===== src/rtl/johnson_phase_tracker.sv =====
// Validates and decodes a 4-bit Johnson counter stream into a phase index and a one-hot phase.
// A SEARCH/ACQUIRE/LOCKED machine tracks sequence integrity and counts faults.
module johnson_phase_tracker #(
    parameter int LOCK_CNT   = 4,
    parameter int UNLOCK_CNT = 2,
    parameter int ALLOW_HOLD = 1,
    parameter int ERR_W      = 8
) (
    input  logic             clk,
    input  logic             rst,
    input  logic [3:0]       jc_in,
    input  logic             jc_vld,
    input  logic             err_clr,
    output logic [2:0]       phase,
    output logic [7:0]       phase_oh,
    output logic             phase_vld,
    output logic             wrap,
    output logic             locked,
    output logic             err,
    output logic [ERR_W-1:0] err_cnt
);

    typedef enum logic [1:0] {SEARCH, ACQUIRE, LOCKED} state_t;

    localparam logic [3:0] LOCK_CNT_C   = 4'(LOCK_CNT);
    localparam logic [3:0] UNLOCK_CNT_C = 4'(UNLOCK_CNT);

    state_t           state_q, state_d;
    logic [2:0]       prev_q, prev_d;
    logic [3:0]       good_cnt_q, good_cnt_d;
    logic [3:0]       bad_cnt_q, bad_cnt_d;
    logic [2:0]       phase_q, phase_d;
    logic [7:0]       phase_oh_q, phase_oh_d;
    logic             phase_vld_q, phase_vld_d;
    logic             wrap_q, wrap_d;
    logic             locked_q, locked_d;
    logic             err_q, err_d;
    logic [ERR_W-1:0] err_cnt_q, err_cnt_d;

    logic       dec_legal;
    logic [2:0] dec_phase;
    logic [7:0] dec_oh;
    logic [2:0] prev_inc;
    logic [3:0] good_inc;
    logic [3:0] bad_inc;
    logic       is_adv;
    logic       is_good;
    logic       is_wrap;

    always_comb begin
        dec_legal = 1'b1;
        dec_phase = 3'd0;
        case (jc_in)
            4'b0000: dec_phase = 3'd0;
            4'b1000: dec_phase = 3'd1;
            4'b1100: dec_phase = 3'd2;
            4'b1110: dec_phase = 3'd3;
            4'b1111: dec_phase = 3'd4;
            4'b0111: dec_phase = 3'd5;
            4'b0011: dec_phase = 3'd6;
            4'b0001: dec_phase = 3'd7;
            default: dec_legal = 1'b0;
        endcase
    end

    for (genvar gi = 0; gi < 8; gi++) begin : g_oh
        assign dec_oh[gi] = (dec_phase == 3'(gi));
    end

    assign prev_inc = prev_q + 3'd1;
    assign good_inc = good_cnt_q + 4'd1;
    assign bad_inc  = bad_cnt_q + 4'd1;
    assign is_adv   = dec_legal && (dec_phase == prev_inc);
    assign is_good  = is_adv || (dec_legal && (dec_phase == prev_q) && (ALLOW_HOLD != 0));
    assign is_wrap  = is_adv && (prev_q == 3'd7);

    always_comb begin
        state_d     = state_q;
        prev_d      = prev_q;
        good_cnt_d  = good_cnt_q;
        bad_cnt_d   = bad_cnt_q;
        phase_d     = phase_q;
        phase_oh_d  = phase_oh_q;
        phase_vld_d = 1'b0;
        wrap_d      = 1'b0;
        err_d       = 1'b0;
        if (jc_vld) begin
            // Every legal sample updates the decode and the sequence reference.
            if (dec_legal) begin
                phase_d     = dec_phase;
                phase_oh_d  = dec_oh;
                phase_vld_d = 1'b1;
                prev_d      = dec_phase;
            end
            case (state_q)
                SEARCH: begin
                    if (dec_legal) begin
                        good_cnt_d = 4'd0;
                        state_d    = ACQUIRE;
                    end else begin
                        err_d = 1'b1;
                    end
                end
                ACQUIRE: begin
                    if (!dec_legal) begin
                        err_d   = 1'b1;
                        state_d = SEARCH;
                    end else if (is_adv) begin
                        good_cnt_d = good_inc;
                        if (good_inc == LOCK_CNT_C) begin
                            state_d   = LOCKED;
                            bad_cnt_d = 4'd0;
                            wrap_d    = is_wrap;
                        end
                    end else if (!is_good) begin
                        err_d      = 1'b1;
                        good_cnt_d = 4'd0;
                    end
                end
                default: begin
                    if (is_good) begin
                        bad_cnt_d = 4'd0;
                        wrap_d    = is_wrap;
                    end else begin
                        err_d     = 1'b1;
                        bad_cnt_d = bad_inc;
                        if (bad_inc == UNLOCK_CNT_C) begin
                            state_d = SEARCH;
                        end
                    end
                end
            endcase
        end
        locked_d = (state_d == LOCKED);

        // A clear coinciding with a new error leaves that error counted.
        err_cnt_d = err_cnt_q;
        if (err_clr) begin
            err_cnt_d = err_d ? ERR_W'(1) : '0;
        end else if (err_d && (err_cnt_q != '1)) begin
            err_cnt_d = err_cnt_q + ERR_W'(1);
        end
    end

    always_ff @(posedge clk) begin
        if (rst) begin
            state_q     <= SEARCH;
            prev_q      <= 3'd0;
            good_cnt_q  <= 4'd0;
            bad_cnt_q   <= 4'd0;
            phase_q     <= 3'd0;
            phase_oh_q  <= 8'h00;
            phase_vld_q <= 1'b0;
            wrap_q      <= 1'b0;
            locked_q    <= 1'b0;
            err_q       <= 1'b0;
            err_cnt_q   <= '0;
        end else begin
            state_q     <= state_d;
            prev_q      <= prev_d;
            good_cnt_q  <= good_cnt_d;
            bad_cnt_q   <= bad_cnt_d;
            phase_q     <= phase_d;
            phase_oh_q  <= phase_oh_d;
            phase_vld_q <= phase_vld_d;
            wrap_q      <= wrap_d;
            locked_q    <= locked_d;
            err_q       <= err_d;
            err_cnt_q   <= err_cnt_d;
        end
    end

    assign phase     = phase_q;
    assign phase_oh  = phase_oh_q;
    assign phase_vld = phase_vld_q;
    assign wrap      = wrap_q;
    assign locked    = locked_q;
    assign err       = err_q;
    assign err_cnt   = err_cnt_q;

endmodule


===== config.mk =====
export PLATFORM = sky130hd
export DESIGN_NAME = johnson_phase_tracker
export DESIGN_NICKNAME = d
export VERILOG_FILES = /design/src/rtl/johnson_phase_tracker.sv
export SDC_FILE = /design/constraint.sdc
export NUM_CORES = 1
export LEC_CHECK = 0
export ABC_AREA = 1
export BUFFER_PORTS_ARGS = -buffer_cell sky130_fd_sc_hd__buf_2
export CAP_MARGIN = 25
export CORE_ASPECT_RATIO = 0.6
export CORE_MARGIN = 5
export CORE_UTILIZATION = 40
export CTS_CLUSTER_DIAMETER = 50
export CTS_CLUSTER_SIZE = 20
export DETAILED_ROUTE_END_ITERATION = 12
export GPL_TIMING_DRIVEN = 0
export RECOVER_POWER = 50
export SETUP_SLACK_MARGIN = 0.3
export SYNTH_ARGS = -nofsm -noshare
export SYNTH_HDL_FRONTEND = slang
export SYNTH_SLANG_ARGS = --single-unit

===== constraint.sdc =====
create_clock -name clk -period 2.69 [get_ports clk]
set_clock_uncertainty 0.05 [all_clocks]
set_input_delay 0 -clock clk [delete_from_list [all_inputs] [get_ports clk]]
set_output_delay 0 -clock clk [all_outputs]
set_load 0.005 [all_outputs]

== Word level (Yosys, flattened, before mapping) ==
Cells that the tools add are included.

* Add/sub/neg operators: 4
* Equal/unequal tests: 27
* Muxes and demuxes: 35
* Bitwise operators: 2
* Reduce and logical (&&, ||, !) cells: 15

{| class="wikitable"
|+ Operator list
! operator !! count
|-
| 4-bit 2-to-1 mux || 8
|-
| 3-bit case mux with 7 select lines || 1
|-
| 4-bit equality test, second input constant || 4
|-
| 8-bit 2-to-1 mux || 2
|-
| 4-bit case mux with 2 select lines || 2
|-
| 3-bit equality test, second input constant || 5
|-
| 2-bit 2-to-1 mux || 7
|-
| 1-bit 2-to-1 mux || 12
|-
| 5-bit AND reduction || 2
|-
| 4-bit by 1-bit adder with 4-bit output, second input constant || 2
|-
| 8-bit by 1-bit adder with 8-bit output, second input constant || 1
|-
| 4-bit by 2-bit equality test with 1-bit output, second input constant || 2
|-
| 4-bit by 3-bit equality test with 1-bit output, second input constant || 2
|-
| 2-bit != test, second input constant || 4
|-
| 8-bit != test, second input constant || 1
|-
| 8-bit OR reduction || 1
|-
| 3-bit by 2-bit equality test with 1-bit output, second input constant || 2
|-
| 3-bit equality test || 2
|-
| 4-bit by 1-bit equality test with 1-bit output, second input constant || 1
|-
| 1-bit logical AND || 4
|-
| 4-bit logical NOT || 1
|-
| 1-bit case mux with 2 select lines || 2
|-
| 2-bit case mux with 2 select lines || 1
|-
| 2-bit nonzero test || 2
|-
| other kinds (11) || 12
|}

* Register bits: 33
* Input bits: 8
* Output and inout port bits: 23
* Logic and storage cells: 93

== Depth between registers and ports, before layout ==
* Depth in word-level cells: 13
* Depth in mapped cells: 14
* Depth with buffers taken out: 14

== Worst setup path before layout ==
No wires, ideal clock.

* Path type: reg-to-reg
* Start point: register phase[0] (netlist name)
* End point: register err_cnt_q[0], in the netlist err_cnt[0]
* Library setup time: 116 ps
* Arrival: 1,587 ps
* Setup slack: 937 ps
* Cell stages (with the launch flop): 12
* Buffers on the path: 0
* Period minus slack after synthesis: 1,753 ps
* Path through: dfxtp_1 ha_1 ha_1 nand3b_1 nand2_1 nor2_2 nand2_4 nand3_2 nand2_4 nand3_2 o21ai_0 nor2_1

{| class="wikitable"
|+ RTL lines
! element !! RTL line !! text
|-
| end signal, assigned || 169 || <nowiki>err_cnt_q <= err_cnt_d;</nowiki>
|-
| end, declared || 38 || <nowiki>logic [ERR_W-1:0] err_cnt_q, err_cnt_d;</nowiki>
|}

==> results.sh <==
export IMPL_cts_tree="yes"
export IMPL_slew_violations=0
export IMPL_clk_pin_slew_ns=0.06
export IMPL_worst_pin_slew_ns=0.520
export IMPL_crit_required_ns=2.81
export IMPL_maxCapViolCount=0
export IMPL_die_y_um=62.5
export IMPL_yosysWarnings=0
export IMPL_numPortBuffers=29
export IMPL_wl_per_cell_um=11.8
export IMPL_synth_common_cells="nand2_1, dfxtp_1, inv_1"
export IMPL_synth_flop_cell="dfxtp_1"
export IMPL_row_count=19
export IMPL_clock_sinks=33
export IMPL_drive_gt1_share_pct=16.7
export IMPL_syn_inst=262
export IMPL_ff_latch_area_um2=661
export IMPL_timing_fmax_mhz=519
export IMPL_cts_root_buf="clkbuf_8"
export IMPL_antenna_cells=0
export IMPL_fin_crit_ns=1.93
export IMPL_yosys_area_top_type="dfxtp_1"
export IMPL_vdd_drop_max_v=0.000187
export IMPL_hold_class="input pin to register"
export IMPL_end_kind="register"
export IMPL_grt_pass1_vias=1449
export IMPL_initial_core_util_pct=40.7
export IMPL_grt_pass1_wl_um=7150
export IMPL_place_congestion=0.849
export IMPL_ys_seq_area_share_pct=35.9
export IMPL_avgSynthCellArea_um2=7.02
export IMPL_clockBufferDepth=2
export IMPL_powerDensity_mw_per_mm2=482
export IMPL_routed_via_density=4.60
export IMPL_fin_nets=313
export IMPL_grt_usage_pct=14.4
export IMPL_post_route_period_util_pct=71.7
export IMPL_dpl_hpwl_um=3310
export IMPL_fillers=478
export IMPL_cts_buffers=5
export IMPL_worstPathCellList="ha_1 -> ha_1 -> nand3b_1 -> nand2_1 -> nor2_2 -> nand2_4 -> nand3_2 -> nand2_4 -> nand3_2 -> o21ai_0 -> nor2_1"
export IMPL_cp_start_kind="register"
export IMPL_drtIter0Drc=136
export IMPL_setup_viol=0
export IMPL_die_area_mm2=0.00609
export IMPL_async_reset_ff_share_pct=0
export IMPL_p_leak_nw=0.947
export IMPL_yosys_cell_count_top_type="nand2_1"
export IMPL_hold_viol_final=0
export IMPL_slowest_delay_ns=0.35
export IMPL_cp_slowest_cell="dfxtp_1"
export IMPL_synth_edf_count=0
export IMPL_multi_input_area_mm2=0.00101
export IMPL_synth_area_mm2=0.00184
export IMPL_syn2layout_area_growth_pct=15.2
export IMPL_synth_top_cell_area_share_pct=35.9
export IMPL_antenna_found_initial=0
export IMPL_grt_overflow=0
export IMPL_critPathTopFamily="simple AND/OR/NAND/NOR gates"
export IMPL_drc=0
export IMPL_status="completed"
export IMPL_num_vias=1665
export IMPL_ioPinCount=31
export IMPL_rsz0062_at_grt="false"
export IMPL_path_max_fanout=8
export IMPL_utilization_pct=46.9
export IMPL_die_width_um=97.5
export IMPL_firstDrtPassIters=5
export IMPL_coreArea_mm2=0.00452
export IMPL_hold_buffers=0
export IMPL_clk_latency_ns=0.28
export IMPL_crit_buf_inv=0
export IMPL_arrival_ns=2.05
export IMPL_drt_total_wl_um=4250
export IMPL_synth_seq_cells=33
export IMPL_drtAntennaViolNets=0
export IMPL_holdWs_ns=0.0191
export IMPL_slew_headroom_pct=65.2
export IMPL_ys_types=27
export IMPL_yosys_top_cells_area="dfxtp_1, nand2_1, inv_1"
export IMPL_cts_htree_levels=2
export IMPL_synth_net_count=277
export IMPL_cts_resized=0
export IMPL_grt_max_degree=11
export IMPL_postCtsSetupBuffers=0
export IMPL_crit_type="register to register"
export IMPL_finalSetupTns_ns=0
-- worst register-to-register path, stage by stage, from the launching register on --
cell and delay, ns:
dfxtp_1 0.35, ha_1 0.21, ha_1 0.28, nand3b_1 0.16, nand2_1 0.09, nor2_2 0.05, nand2_4 0.07, nand3_2 0.08
nand2_4 0.12, nand3_2 0.11, o21ai_0 0.19, nor2_1 0.06
-- power by group --
group	switching (mW)	internal (mW)
Clock	0.170	0.184
Combinational	0.105	0.0502
Sequential	0.00966	0.501
Total	0.285	0.735
-- flip-flops by register name (all words and copies together) (netlist names) --
name and cells:
err_cnt 8, phase_oh 8, bad_cnt_q 4, good_cnt_q 4
phase 3, state_q 2, err 1, locked 1
phase_vld 1, wrap 1
-- cells by family (layout without fill, tap and decap cells) --
kind of cell               count (synthesis)  count (layout)  share of synthesized area (%)
adders and majority gates                  7               7                           4.76
xor gates and xnor gates                   4               4                           1.91
AOI/OAI and AO/OA                         33              33                           10.1
and+or+nand+nor                          144             144                           38.7
buffers and inverters                     41              78                           8.58
DFF                                       33              33                           35.9
-- path summary, 6_finish.rpt --
kind	endpoint	startpoint	slack, ns	cells after the start
min reg2reg	phase_oh[2]	phase_oh[2]	0.42	2
max reg2reg	err_cnt[0]	phase[0]	0.76	11
max	err_cnt[0]	phase[0]	0.76	11
min	phase_oh[1]	jc_in[3]	0.02	3
-- per-stage QoR --
stage          instances  power (mW)  instance area, um^2  worst slack (ns)
3_3_place_gp         354       0.678                 2060             0.826
6_report             362        1.02                 2120             0.762
2_1_floorplan        262       0.635                 1840             0.937
5_1_grt              362        1.08                 2120             0.569
3_5_place_dp         354       0.680                 2060             0.786
4_1_cts              362        1.04                 2140             0.776
-- layer usage --
layer  wire [um]  up-vias  GRT usage, %
li1            -      923             -
met1        2410      705          23.2
met2        1550       32          17.6
met3         266        5          4.46
met4          25        0          3.63
met5           0        -             0
-- cell usage in the layout (no fill, tap or decap) --
master / instances
o21ai_1: 3
inv_1: 33
nor2_2: 5
a21oi_2: 1
nand2_2: 7
nor2_4: 1
nand3_2: 4
dfxtp_1: 33
xor2_1: 2
nand4_1: 10
a211oi_1: 1
nand3_1: 22
xnor2_1: 2
ha_1: 7
clkbuf_8: 5
a211oi_2: 1
a21oi_1: 18
inv_2: 3
nor3_1: 8
a22oi_2: 1
nand2_1: 56
nand2_4: 4
clkbuf_1: 19
o21ai_0: 8
nand3b_1: 2
buf_2: 17
clkinv_2: 1
nor2_1: 25
-- cell type report --
cell class              count  area share [%]
flip-flops and latches     33            31.2
well taps                  63            3.72
repair buffers             29            6.09
clock buffers               8            3.78
multi-input cells         188            47.8
inverters                  37            6.62
plain buffers               4           0.768
Note: power is estimated with default switching activity, not from simulation.
